==> src/rtl/procyon_mdu.sv <==
// procyon_mdu: iterative RV32M multiply/divide functional unit.
// Takes one op from the reservation station and computes one bit per cycle.
// Multiplies use shift-add and divides use restoring shift-subtract. Each takes
// W iterations. Divides by zero and signed-overflow divides finish in one cycle.
// The unit holds o_fu_stall until its one-cycle CDB broadcast is done.
//
// Ports:
//   clk, rst         clock; asynchronous active-high reset
//   i_flush          abort any in-flight op; an op offered in the same cycle is ignored
//   i_fu_valid       issued op present on i_fu_* (sampled only while idle)
//   i_fu_insn        instruction word; funct3 = insn[14:12] selects the op
//   i_fu_src_a/b     rs1 / rs2 values
//   i_fu_tag         destination ROB tag
//   o_fu_stall       unit busy
//   o_cdb_en         one-cycle result broadcast
//   o_cdb_data/tag   result value and ROB tag, held until the next broadcast
module procyon_mdu #(
    parameter int unsigned OPTN_DATA_WIDTH    = 32,
    parameter int unsigned OPTN_ROB_IDX_WIDTH = 5
) (
    input  logic                          clk,
    input  logic                          rst,
    input  logic                          i_flush,
    input  logic                          i_fu_valid,
    input  logic [OPTN_DATA_WIDTH-1:0]    i_fu_insn,
    input  logic [OPTN_DATA_WIDTH-1:0]    i_fu_src_a,
    input  logic [OPTN_DATA_WIDTH-1:0]    i_fu_src_b,
    input  logic [OPTN_ROB_IDX_WIDTH-1:0] i_fu_tag,
    output logic                          o_fu_stall,
    output logic                          o_cdb_en,
    output logic [OPTN_DATA_WIDTH-1:0]    o_cdb_data,
    output logic [OPTN_ROB_IDX_WIDTH-1:0] o_cdb_tag
);

    localparam int unsigned W  = OPTN_DATA_WIDTH;
    localparam int unsigned CW = $clog2(W);

    typedef enum logic [1:0] {StIdle, StMul, StDiv, StDone} state_t;

    state_t                        state_q, state_d;
    logic [CW-1:0]                 count_q;
    logic [2:0]                    f3_q;
    logic [OPTN_ROB_IDX_WIDTH-1:0] tag_q;
    logic                          neg_q;
    // opa_q: multiplicand (shifted left each step) / divisor in the low W bits
    // opb_q: multiplier (shifted right) / dividend shifting out, quotient shifting in
    // acc_q: product accumulator / partial remainder in the low W bits
    logic [2*W-1:0]                opa_q;
    logic [W-1:0]                  opb_q;
    logic [2*W-1:0]                acc_q;
    logic                          cdb_en_q;
    logic [W-1:0]                  cdb_data_q;
    logic [OPTN_ROB_IDX_WIDTH-1:0] cdb_tag_q;

    logic unused_insn;
    assign unused_insn = ^{i_fu_insn[W-1:15], i_fu_insn[11:0]};

    // ---------------- Accept-time decode ----------------
    logic [2:0]   f3_in;
    logic         is_div_in, sign_a, sign_b, neg_in;
    logic         div_zero, div_ovf, special;
    logic [W-1:0] mag_a, mag_b, special_res;

    assign f3_in     = i_fu_insn[14:12];
    assign is_div_in = f3_in[2];

    always_comb begin
        sign_a = 1'b0;
        sign_b = 1'b0;
        case (f3_in)
            3'b001, 3'b100, 3'b110: begin
                sign_a = i_fu_src_a[W-1];
                sign_b = i_fu_src_b[W-1];
            end
            3'b010:  sign_a = i_fu_src_a[W-1];
            default: ;
        endcase
    end

    assign mag_a  = sign_a ? (~i_fu_src_a + 1'b1) : i_fu_src_a;
    assign mag_b  = sign_b ? (~i_fu_src_b + 1'b1) : i_fu_src_b;
    // A remainder takes the dividend's sign. Every other result takes the XOR of both signs.
    assign neg_in = (f3_in == 3'b110) ? sign_a : (sign_a ^ sign_b);

    assign div_zero = is_div_in && (i_fu_src_b == '0);
    assign div_ovf  = is_div_in && !f3_in[0] && (i_fu_src_a == {1'b1, {(W-1){1'b0}}})
                      && (i_fu_src_b == '1);
    assign special  = div_zero || div_ovf;

    always_comb begin
        if (div_zero) special_res = f3_in[1] ? i_fu_src_a : '1;
        else          special_res = f3_in[1] ? '0 : i_fu_src_a;
    end

    // ---------------- Iteration datapath ----------------
    logic [2*W-1:0] mul_acc_nxt, prod;
    logic [W:0]     div_trial, div_diff;
    logic           div_ge;
    logic [W-1:0]   rem_nxt, quo_nxt, rem_fin, quo_fin, mul_res, div_res;
    logic           last_iter;

    assign mul_acc_nxt = acc_q + (opb_q[0] ? opa_q : '0);

    assign div_trial = {acc_q[W-1:0], opb_q[W-1]};
    assign div_diff  = div_trial - {1'b0, opa_q[W-1:0]};
    assign div_ge    = ~div_diff[W];
    assign rem_nxt   = div_ge ? div_diff[W-1:0] : div_trial[W-1:0];
    assign quo_nxt   = {opb_q[W-2:0], div_ge};

    assign prod    = neg_q ? (~mul_acc_nxt + 1'b1) : mul_acc_nxt;
    assign mul_res = (f3_q[1:0] == 2'b00) ? prod[W-1:0] : prod[2*W-1:W];

    assign rem_fin = neg_q ? (~rem_nxt + 1'b1) : rem_nxt;
    assign quo_fin = neg_q ? (~quo_nxt + 1'b1) : quo_nxt;
    assign div_res = f3_q[1] ? rem_fin : quo_fin;

    assign last_iter = (count_q == CW'(W - 1));

    // ---------------- FSM ----------------
    always_comb begin
        state_d = state_q;
        case (state_q)
            StIdle: begin
                if (i_fu_valid) begin
                    if (special)        state_d = StDone;
                    else if (is_div_in) state_d = StDiv;
                    else                state_d = StMul;
                end
            end
            StMul, StDiv: if (last_iter) state_d = StDone;
            StDone:       state_d = StIdle;
            default:      state_d = StIdle;
        endcase
        if (i_flush) state_d = StIdle;
    end

    always_ff @(posedge clk or posedge rst) begin
        if (rst) begin
            state_q    <= StIdle;
            count_q    <= '0;
            f3_q       <= '0;
            tag_q      <= '0;
            neg_q      <= 1'b0;
            opa_q      <= '0;
            opb_q      <= '0;
            acc_q      <= '0;
            cdb_en_q   <= 1'b0;
            cdb_data_q <= '0;
            cdb_tag_q  <= '0;
        end else begin
            state_q  <= state_d;
            cdb_en_q <= 1'b0;
            case (state_q)
                StIdle: begin
                    if (i_fu_valid && !i_flush) begin
                        f3_q    <= f3_in;
                        tag_q   <= i_fu_tag;
                        neg_q   <= neg_in;
                        count_q <= '0;
                        acc_q   <= '0;
                        opa_q   <= {{W{1'b0}}, is_div_in ? mag_b : mag_a};
                        opb_q   <= is_div_in ? mag_a : mag_b;
                        if (special) begin
                            cdb_en_q   <= 1'b1;
                            cdb_data_q <= special_res;
                            cdb_tag_q  <= i_fu_tag;
                        end
                    end
                end
                StMul: begin
                    acc_q   <= mul_acc_nxt;
                    opa_q   <= opa_q << 1;
                    opb_q   <= opb_q >> 1;
                    count_q <= count_q + CW'(1);
                    if (last_iter && !i_flush) begin
                        cdb_en_q   <= 1'b1;
                        cdb_data_q <= mul_res;
                        cdb_tag_q  <= tag_q;
                    end
                end
                StDiv: begin
                    acc_q   <= {{W{1'b0}}, rem_nxt};
                    opb_q   <= quo_nxt;
                    count_q <= count_q + CW'(1);
                    if (last_iter && !i_flush) begin
                        cdb_en_q   <= 1'b1;
                        cdb_data_q <= div_res;
                        cdb_tag_q  <= tag_q;
                    end
                end
                default: ;
            endcase
        end
    end

    assign o_fu_stall = (state_q != StIdle);
    assign o_cdb_en   = cdb_en_q;
    assign o_cdb_data = cdb_data_q;
    assign o_cdb_tag  = cdb_tag_q;

endmodule
==> config.mk <==
export PLATFORM = sky130hd
export DESIGN_NAME = procyon_mdu
export DESIGN_NICKNAME = d
export VERILOG_FILES = /design/src/rtl/procyon_mdu.sv
export SDC_FILE = /design/constraint.sdc
export NUM_CORES = 1
export LEC_CHECK = 0
export ABC_CLOCK_PERIOD_IN_PS = 17700
export CORE_ASPECT_RATIO = 2
export CORE_MARGIN = 10
export CORE_UTILIZATION = 44
export DETAILED_ROUTE_END_ITERATION = 16
export PLACE_DENSITY = 0.65
export SLEW_MARGIN = 20
export SYNTH_ARGS = -nofsm -noshare
export SYNTH_HDL_FRONTEND = slang
export SYNTH_SLANG_ARGS = --single-unit
export TNS_END_PERCENT = 30
==> constraint.sdc <==
create_clock -name clk -period 17.7 [get_ports clk]
set_clock_uncertainty 0.15 [all_clocks]
set_input_delay 2.655 -clock clk [delete_from_list [all_inputs] [get_ports clk]]
set_output_delay 2.655 -clock clk [all_outputs]
set_load 0.1 [all_outputs]
==> flow_summary_export.csv, run 1 <==
group,metric,value,unit
pwr,powerDensity,187.8,nW/um^2
yosys,synth_area,23980,sq um
layout,multiInputGateArea,17490,sq um
yosys,ys_warn_count,0,
clock_network,clkTransAtPathRegs,0.07,ns
clock_network,cts_buffers,24,
floorplan,die_w,185.1,um
yosys,yosys-top-cells-area,"dfrtp_1 22%, nand2_1 5.8%, o21ai_0 5.7%",
clock_network,clockBufferDepth,3,
hold_path,whs_path_depth,2,
worst_setup_path,critPathArrivalTime,8.07,ns
routing,routed_wl,124300,um
yosys,syn_inst,3252,
floorplan,coreArea,54200,sq um
clock_network,clkLatencyLatePin,0.61,ns
worst_setup_path,crit_chain,"inv_1, ha_1, inv_1, fa_1, a211oi_1, o211ai_1, nand3_1, a21oi_1, and3_1, nor2_4, inv_1, buf_4, o21ai_0, inv_1, ha_1, or4bb_1, or2_2, o31a_1, nand3b_1, nand3_1, nand2_1, a2111oi_0, o32a_1",
layout,layout_common_cells,"373 x nand2_1, 319 x nor2_1, 273 x o21ai_0",
yosys,synth_top_cell_by_area,"dfrtp_1",
pwr,switching_share,0.6009,
clock_network,post_cts_resize_count,0,
floorplan,dieArea,64800,sq um
layout,final_layout_size_suffix_gt1_frac,0.06636,
routing,ant_nets,0,
timing,hold_viol,0,
clock_network,htreeDepth,1,
worst_setup_path,crit_path_start_kind,"flop",
routing,vias,27060,
yosys,synth.distinct_cells,111,
worst_setup_path,cp_slowest_stage_delay,0.99,ns
place,port_buffers,114,
timing,fin_crit_sh,0.4340,
global_routing,grt_pass1_vias,25860,
clock_network,clock-root-buffer,"clkbuf_16",
routing,wl_met2,60200,um
place,pre_cts_ws,9.710,ns
pwr,ir_drop,0.0001072,V
routing,met3_length,8176,um
layout,nNetsFinal,3453,
yosys,synth-edff-count,0,
clock_network,tritoncts,"yes",
routing,wl_met1,41280,um
pwr,p_int,1.993,mW
pwr,power.leakage,10.36,nW
yosys,synthArstFlopShare,1.000,
layout,mostFrequentLayoutCell,"nand2_1",
layout,n_fill_cell,5469,
floorplan,row_count,121,
worst_setup_path,cp_common_cell,"inv_1",
worst_setup_path,r2r.worst_path.cells,23,
layout,regArea,5333,sq um
timing,maxSlewHeadroom,0.1404,
timing,period_minus_slack,7.681,ns
global_routing,antenna_found_initial,3,
floorplan,die_height,350.1,um
routing,drt_iter0_drc,2952,
global_routing,grt_usage,0.3739,
pwr,pwr-share-seq,0.165,
timing,finalWorstSetupSlack,10.02,ns
yosys,syn_avg_cell_area,7.373,sq um
worst_setup_path,end_kind,"flop",
place,hpwl,97380,um
timing,max_freq,0.1302,GHz
yosys,syn_nets,3467,
floorplan,start_util,0.4424,
layout,area_growth,10.92,%
pwr,pwr-share-comb,0.713,
timing,setup_viol,0,
routing,vias_per_cell,6.879,
global_routing,grt_max_degree,106,
clock_network,hold_buffers,0,
routing,top_layer,"met5",
flow_run,maxCapViolations,0,
global_routing,grt_pass1_wl,178100,um
timing,worstMarginPinSlew,1.284,ns
outcome,run_status,"finished, final reports clean",
timing,tns,0,ns
hold_path,hold_class,"reg2reg",
clock_network,cts_setup_buffers,0,
clock_network,cts.sinks,213,
timing,rsz0062_at_grt,"false",
routing,drc_errors,0,
yosys,synth_top_area_frac,0.2223,
routing,first_pass_iters,9,
worst_setup_path,cp_max_fo,43,
place,gp_congestion,1.040,
worst_setup_path,worstPathRequired,18.09,ns
yosys,seq_area_frac_synth,0.2223,
worst_setup_path,crit_type,"reg2reg",
global_routing,grt-ovfl-total,0,
worst_setup_path,crit_slowest_cell,"a2111oi_0",
pwr,p_sw,3.001,mW
timing,drv_slew,0,
floorplan,io_pins,144,
yosys,synth-seq-cells,213,
routing,wl_per_cell,31.61,um
pwr,p_clk_frac,0.122,
yosys,yosys_most_used_dff,"dfrtp_1",
==> flip-flops by register name, summed over array words and instances (netlist names), 2 cells and up <==
| name | flops |
|---|---|
| opb_q | 32 |
| count_q | 5 |
| opa_q | 64 |
| o_cdb_data | 32 |
| state_q | 2 |
| tag_q | 5 |
| acc_q | 64 |
| o_cdb_tag | 5 |
| f3_q | 2 |
==> critical path: cells and delay by family, from the launching register on <==
| family | cells | cell delay (ns) |
|---|---|---|
| AOI/OAI and AO/OA | 7 | 2.89 |
| and+or+nand+nor | 8 | 2.49 |
| adders and majority gates | 3 | 0.79 |
| buffers and inverters | 5 | 0.78 |
| DFF | 1 | 0.48 |
==> layer usage <==
metal  GRT usage  vias to the layer above
met3     0.07138                      507
met4      0.3718                        2
met5           0                        -
met2      0.6314                     1434
li1            -                    12140
met1      0.3715                    12980
==> area by class of cell <==
| cell class | instances | share of cell area |
|---|---|---|
| diodes | 2 | 0.0001882 |
| inverters | 94 | 0.01355 |
| clock buffers | 29 | 0.02442 |
| clock inverters | 14 | 0.009927 |
| flip-flops and latches | 213 | 0.2005 |
| multi-input cells | 2725 | 0.6575 |
| well taps | 676 | 0.03180 |
| repair buffers | 180 | 0.06210 |
==> cells by family after synthesis <==
group,after synthesis,synth area share
flip-flops,213,0.2223
adder cells (fa/ha/maj),135,0.06847
AO/OA/AOI/OAI,1151,0.3233
XOR/XNOR,177,0.06466
buffers and inverters,314,0.05432
AND/OR/NAND/NOR,1206,0.2400
multiplexers,56,0.02693
==> synthesized netlist by cell type, types with 83 or more instances <==
library cell,n
xnor2_1,94
ha_1,108
nand2_1,373
xor2_1,83
nor3_1,100
o21ai_0,275
a211oi_1,88
dfrtp_1,213
a21oi_1,258
inv_1,92
nor2_1,323
clkbuf_1,185
==> worst paths after layout <==
| kind | end | start | slack [ns] |
|---|---|---|---|
| max in group asynchronous | f3_q[1]$_DFFE_PP0P_ | rst | 12.86 |
| max | o_cdb_data[22]$_DFFE_PP0P_ | opb_q[31]$_DFFE_PP0P_ | 10.02 |
| min reg2reg | tag_q[4]$_DFFE_PP0P_ | tag_q[4]$_DFFE_PP0P_ | 0.33 |
| min | tag_q[4]$_DFFE_PP0P_ | tag_q[4]$_DFFE_PP0P_ | 0.33 |
| max reg2reg | o_cdb_data[22]$_DFFE_PP0P_ | opb_q[31]$_DFFE_PP0P_ | 10.02 |
| min in group asynchronous | acc_q[25]$_DFFE_PP0P_ | rst | 2.42 |
==> power by group through the flow <==
stage / Clock, mW / Sequential [mW] / Combinational [mW]
2_1_floorplan: 0 / 0.995 / 1.95
3_3_place_gp: 0 / 0.816 / 3.34
3_5_place_dp: 0 / 0.821 / 3.37
4_1_cts: 0.609 / 0.813 / 3.39
5_1_grt: 0.630 / 0.836 / 3.72
6_report: 0.608 / 0.825 / 3.56
==> stage by stage <==
stage / area [sq um] / utilization / instances / hold WS (ns) / total power [mW]
CTS: 26550 / 0.4898 / 3931 / 0.3367 / 4.811
global route: 26590 / 0.4906 / 3932 / 0.3572 / 5.187
finish: 26590 / 0.4907 / 3933 / 0.3337 / 4.994
global placement: 25600 / 0.4724 / 3887 / 0.3085 / 4.161
floorplan: 23980 / - / 3252 / 0.2953 / 2.944
detailed placement: 25630 / 0.4729 / 3888 / 0.3233 / 4.195
(Power assumes the default switching activity.)
==> inputs of run 2 (changes only) <==
--- a/config.mk
+++ b/config.mk
@@ -5,12 +5,12 @@
 export SDC_FILE = /design/constraint.sdc
 export NUM_CORES = 1
 export LEC_CHECK = 0
-export ABC_CLOCK_PERIOD_IN_PS = 17700
+export ABC_CLOCK_PERIOD_IN_PS = 6500
 export CORE_ASPECT_RATIO = 2
 export CORE_MARGIN = 10
 export CORE_UTILIZATION = 44
 export DETAILED_ROUTE_END_ITERATION = 16
-export PLACE_DENSITY = 0.65
+export PLACE_DENSITY = 0.67
 export SLEW_MARGIN = 20
 export SYNTH_ARGS = -nofsm -noshare
 export SYNTH_HDL_FRONTEND = slang
==> constraint.sdc (replaced) <==
create_clock -name clk -period 6.5 [get_ports clk]
set_clock_uncertainty 0.15 [all_clocks]
set_input_delay 0.975 -clock clk [delete_from_list [all_inputs] [get_ports clk]]
set_output_delay 0.975 -clock clk [all_outputs]
set_load 0.1 [all_outputs]
==> run 2 against run 1 <==
Net effect: cell count rose by 1.6%; sequential share of layout area decreased by 0.34 points; power grew to 2.7 times the previous value; clock power grew to 2.7 times the previous value; fmax is 21% higher; core utilization grew 0.86 points; via count grew 0.16%; largest cell class unchanged.
==> flow_summary_export.csv, run 2 (synthesized netlist as in run 1, its figures left out) <==
group,metric,value,unit
pwr,powerDensity,502.4,nW/um^2
layout,final_layout_size_suffix_gt1_frac,0.08321,
layout,area_growth,12.85,%
clock_network,cts_setup_buffers,0,
worst_setup_path,crit_path_start_kind,"flop",
floorplan,start_util,0.4424,
floorplan,coreArea,54200,sq um
worst_setup_path,cp_slowest_stage_delay,0.91,ns
clock_network,cts_buffers,25,
worst_setup_path,critPathArrivalTime,6.67,ns
clock_network,clkTransAtPathRegs,0.06,ns
hold_path,hold_class,"reg2reg",
place,gp_congestion,1.064,
routing,vias,27100,
clock_network,clockBufferDepth,3,
worst_setup_path,crit_type,"reg2reg",
clock_network,clkLatencyLatePin,0.59,ns
routing,drc_errors,0,
timing,setup_viol,0,
global_routing,grt_pass1_wl,171400,um
worst_setup_path,path_delay_family,"compound AO/OA/AOI/OAI gates",
timing,rsz0062_at_grt,"false",
global_routing,grt_max_degree,101,
floorplan,dieArea,64800,sq um
floorplan,row_count,121,
clock_network,htreeDepth,1,
timing,period_minus_slack,6.360,ns
timing,maxSlewHeadroom,0.2014,
worst_setup_path,worstPathRequired,6.81,ns
routing,drt_iter0_drc,2840,
layout,nNetsFinal,3514,
timing,fin_crit_sh,0.9785,
layout,stdcell_area,27060,sq um
worst_setup_path,r2r.worst_path.cells,18,
routing,vias_per_cell,6.781,
global_routing,grt-ovfl-total,0,
layout,layout_common_cells,"373 x nand2_1, 319 x nor2_1, 275 x o21ai_0",
clock_network,tritoncts,"yes",
clock_network,clock-root-buffer,"clkbuf_16",
outcome,run_status,"finished, final reports clean",
pwr,switching_share,0.5924,
layout,mostFrequentLayoutCell,"nand2_1",
routing,ant_nets,0,
pwr,ir_drop,0.0002656,V
global_routing,antenna_found_initial,1,
worst_setup_path,end_kind,"flop",
worst_setup_path,crit_buf_inv,4,
pwr,power.leakage,10.66,nW
pwr,p_sw,8.054,mW
worst_setup_path,cp_max_fo,31,
place,hpwl,91030,um
layout,largestRegisters,"acc_q (64), opa_q (64)",
timing,hold_viol,0,
pwr,power,13.59,mW
place,placed_area,26070,sq um
worst_setup_path,crit_slowest_cell,"nor4_1",
pwr,pwr-share-seq,0.167,
layout,n_fill_cell,5543,
floorplan,die_w,185.1,um
timing,drv_slew,0,
routing,wl_per_cell,29.26,um
hold_path,worstHoldStart,"tag_q[3]$_DFFE_PP0P_",
place,port_buffers,114,
pwr,p_clk_frac,0.121,
hold_path,holdPathEnd,"tag_q[3]$_DFFE_PP0P_",
timing,max_freq,0.1572,GHz
hold_path,whs_path_depth,2,
timing,worstMarginPinSlew,1.198,ns
worst_setup_path,r2r_start,"opb_q[0]$_DFFE_PP0P_",
worst_setup_path,r2r_slack,0.14,ns
routing,first_pass_iters,9,
flow_run,maxCapViolations,0,
floorplan,die_height,350.1,um
pwr,pwr-share-comb,0.713,
pwr,p_int,5.541,mW
floorplan,io_pins,144,
global_routing,grt_pass1_vias,26400,
timing,tns,0,ns
clock_network,cts.sinks,213,
worst_setup_path,crit_chain,"inv_1, buf_12, nor2_1, ha_1, o211ai_1, o21ai_1, a22oi_2, buf_4, a21boi_0, o32ai_1, nor3_1, nand4_1, buf_4, nor4_1, o21ai_0, a31oi_1, o311a_1, o21ai_0",
global_routing,grt_usage,0.3553,
routing,routed_wl,116900,um
layout,regArea,5333,sq um
layout,multiInputGateArea,17480,sq um
worst_setup_path,r2r-end,"o_cdb_data[5]$_DFFE_PP0P_",
-- run 2: changes by cell type in the layout (fill, tap and decap cells not counted), sizes merged --
| cell | previous run | this run |
|---|---|---|
| clkbuf | 29 | 31 |
| buf | 67 | 127 |
| bufinv | 7 | 6 |
| clkinvlp | 3 | 4 |
| diode | 2 | 3 |
-- run 2: cell type report --
| cell class | instances | share of cell area |
|---|---|---|
| clock inverter | 14 | 0.008693 |
| inverter | 94 | 0.01318 |
| timing repair buffer | 240 | 0.07833 |
| multi-input combinational | 2725 | 0.6461 |
| sequential | 213 | 0.1971 |
| antenna | 3 | 0.0002774 |
| clock buffer | 31 | 0.02506 |
| tap | 676 | 0.03126 |
-- run 2: power by group through the flow --
| stage | sequential (mW) | clock, mW | combinational [mW] |
|---|---|---|---|
| 2_1_floorplan | 2.71 | 0 | 5.31 |
| 3_3_place_gp | 2.24 | 0 | 9.11 |
| 3_5_place_dp | 2.25 | 0 | 9.14 |
| 4_1_cts | 2.23 | 1.65 | 9.18 |
| 5_1_grt | 2.30 | 1.69 | 10.2 |
| 6_report | 2.27 | 1.64 | 9.69 |
-- run 2: worst max path at each step --
stage / to / start / slack, ns / depth (start not counted)
after floorplan: o_cdb_data[30]$_DFFE_PP0P_ / opb_q[31]$_DFFE_PP0P_ / 0.07 / 26
after global placement: o_cdb_data[30]$_DFFE_PP0P_ / opb_q[31]$_DFFE_PP0P_ / 0.47 / 23
after detailed placement: o_cdb_data[20]$_DFFE_PP0P_ / opb_q[0]$_DFFE_PP0P_ / 0.42 / 16
after CTS: o_cdb_data[20]$_DFFE_PP0P_ / opb_q[0]$_DFFE_PP0P_ / 0.42 / 16
after global routing: o_cdb_data[5]$_DFFE_PP0P_ / opb_q[0]$_DFFE_PP0P_ / 0.02 / 18
final: o_cdb_data[5]$_DFFE_PP0P_ / opb_q[0]$_DFFE_PP0P_ / 0.14 / 18
-- run 2: layer usage --
layer	GRT usage	part of all wire	wire length, um
met5	0	0	0
met1	0.3551	0.32	37840
met2	0.5982	0.48	56020
met3	0.05574	0.065	7654
met4	0.3711	0.13	15400
-- run 2: what timing repair did --
action / CTS / global route
hold buffers: 0 / 0
setup endpoints to repair: 0 / 3
resized for setup: 0 / 4
-- run 2: metrics by stage --
step | util | cells | hold WS, ns | setup slack, ns
CTS | 0.4978 | 3991 | 0.3283 | 0.4188
detailed placement | 0.4809 | 3946 | 0.3132 | 0.4215
global route | 0.4991 | 3994 | 0.3493 | 0.02343
global placement | 0.4809 | 3946 | 0.3080 | 0.4749
finish | 0.4992 | 3996 | 0.3288 | 0.1400
floorplan | - | 3252 | 0.2953 | 0.07192
-- run 2: tightest hold or removal path, delay by kind of cell, from the launching register on --
family           cells  cell delay (ns)
and+or+nand+nor      2             0.11
DFF                  1             0.34
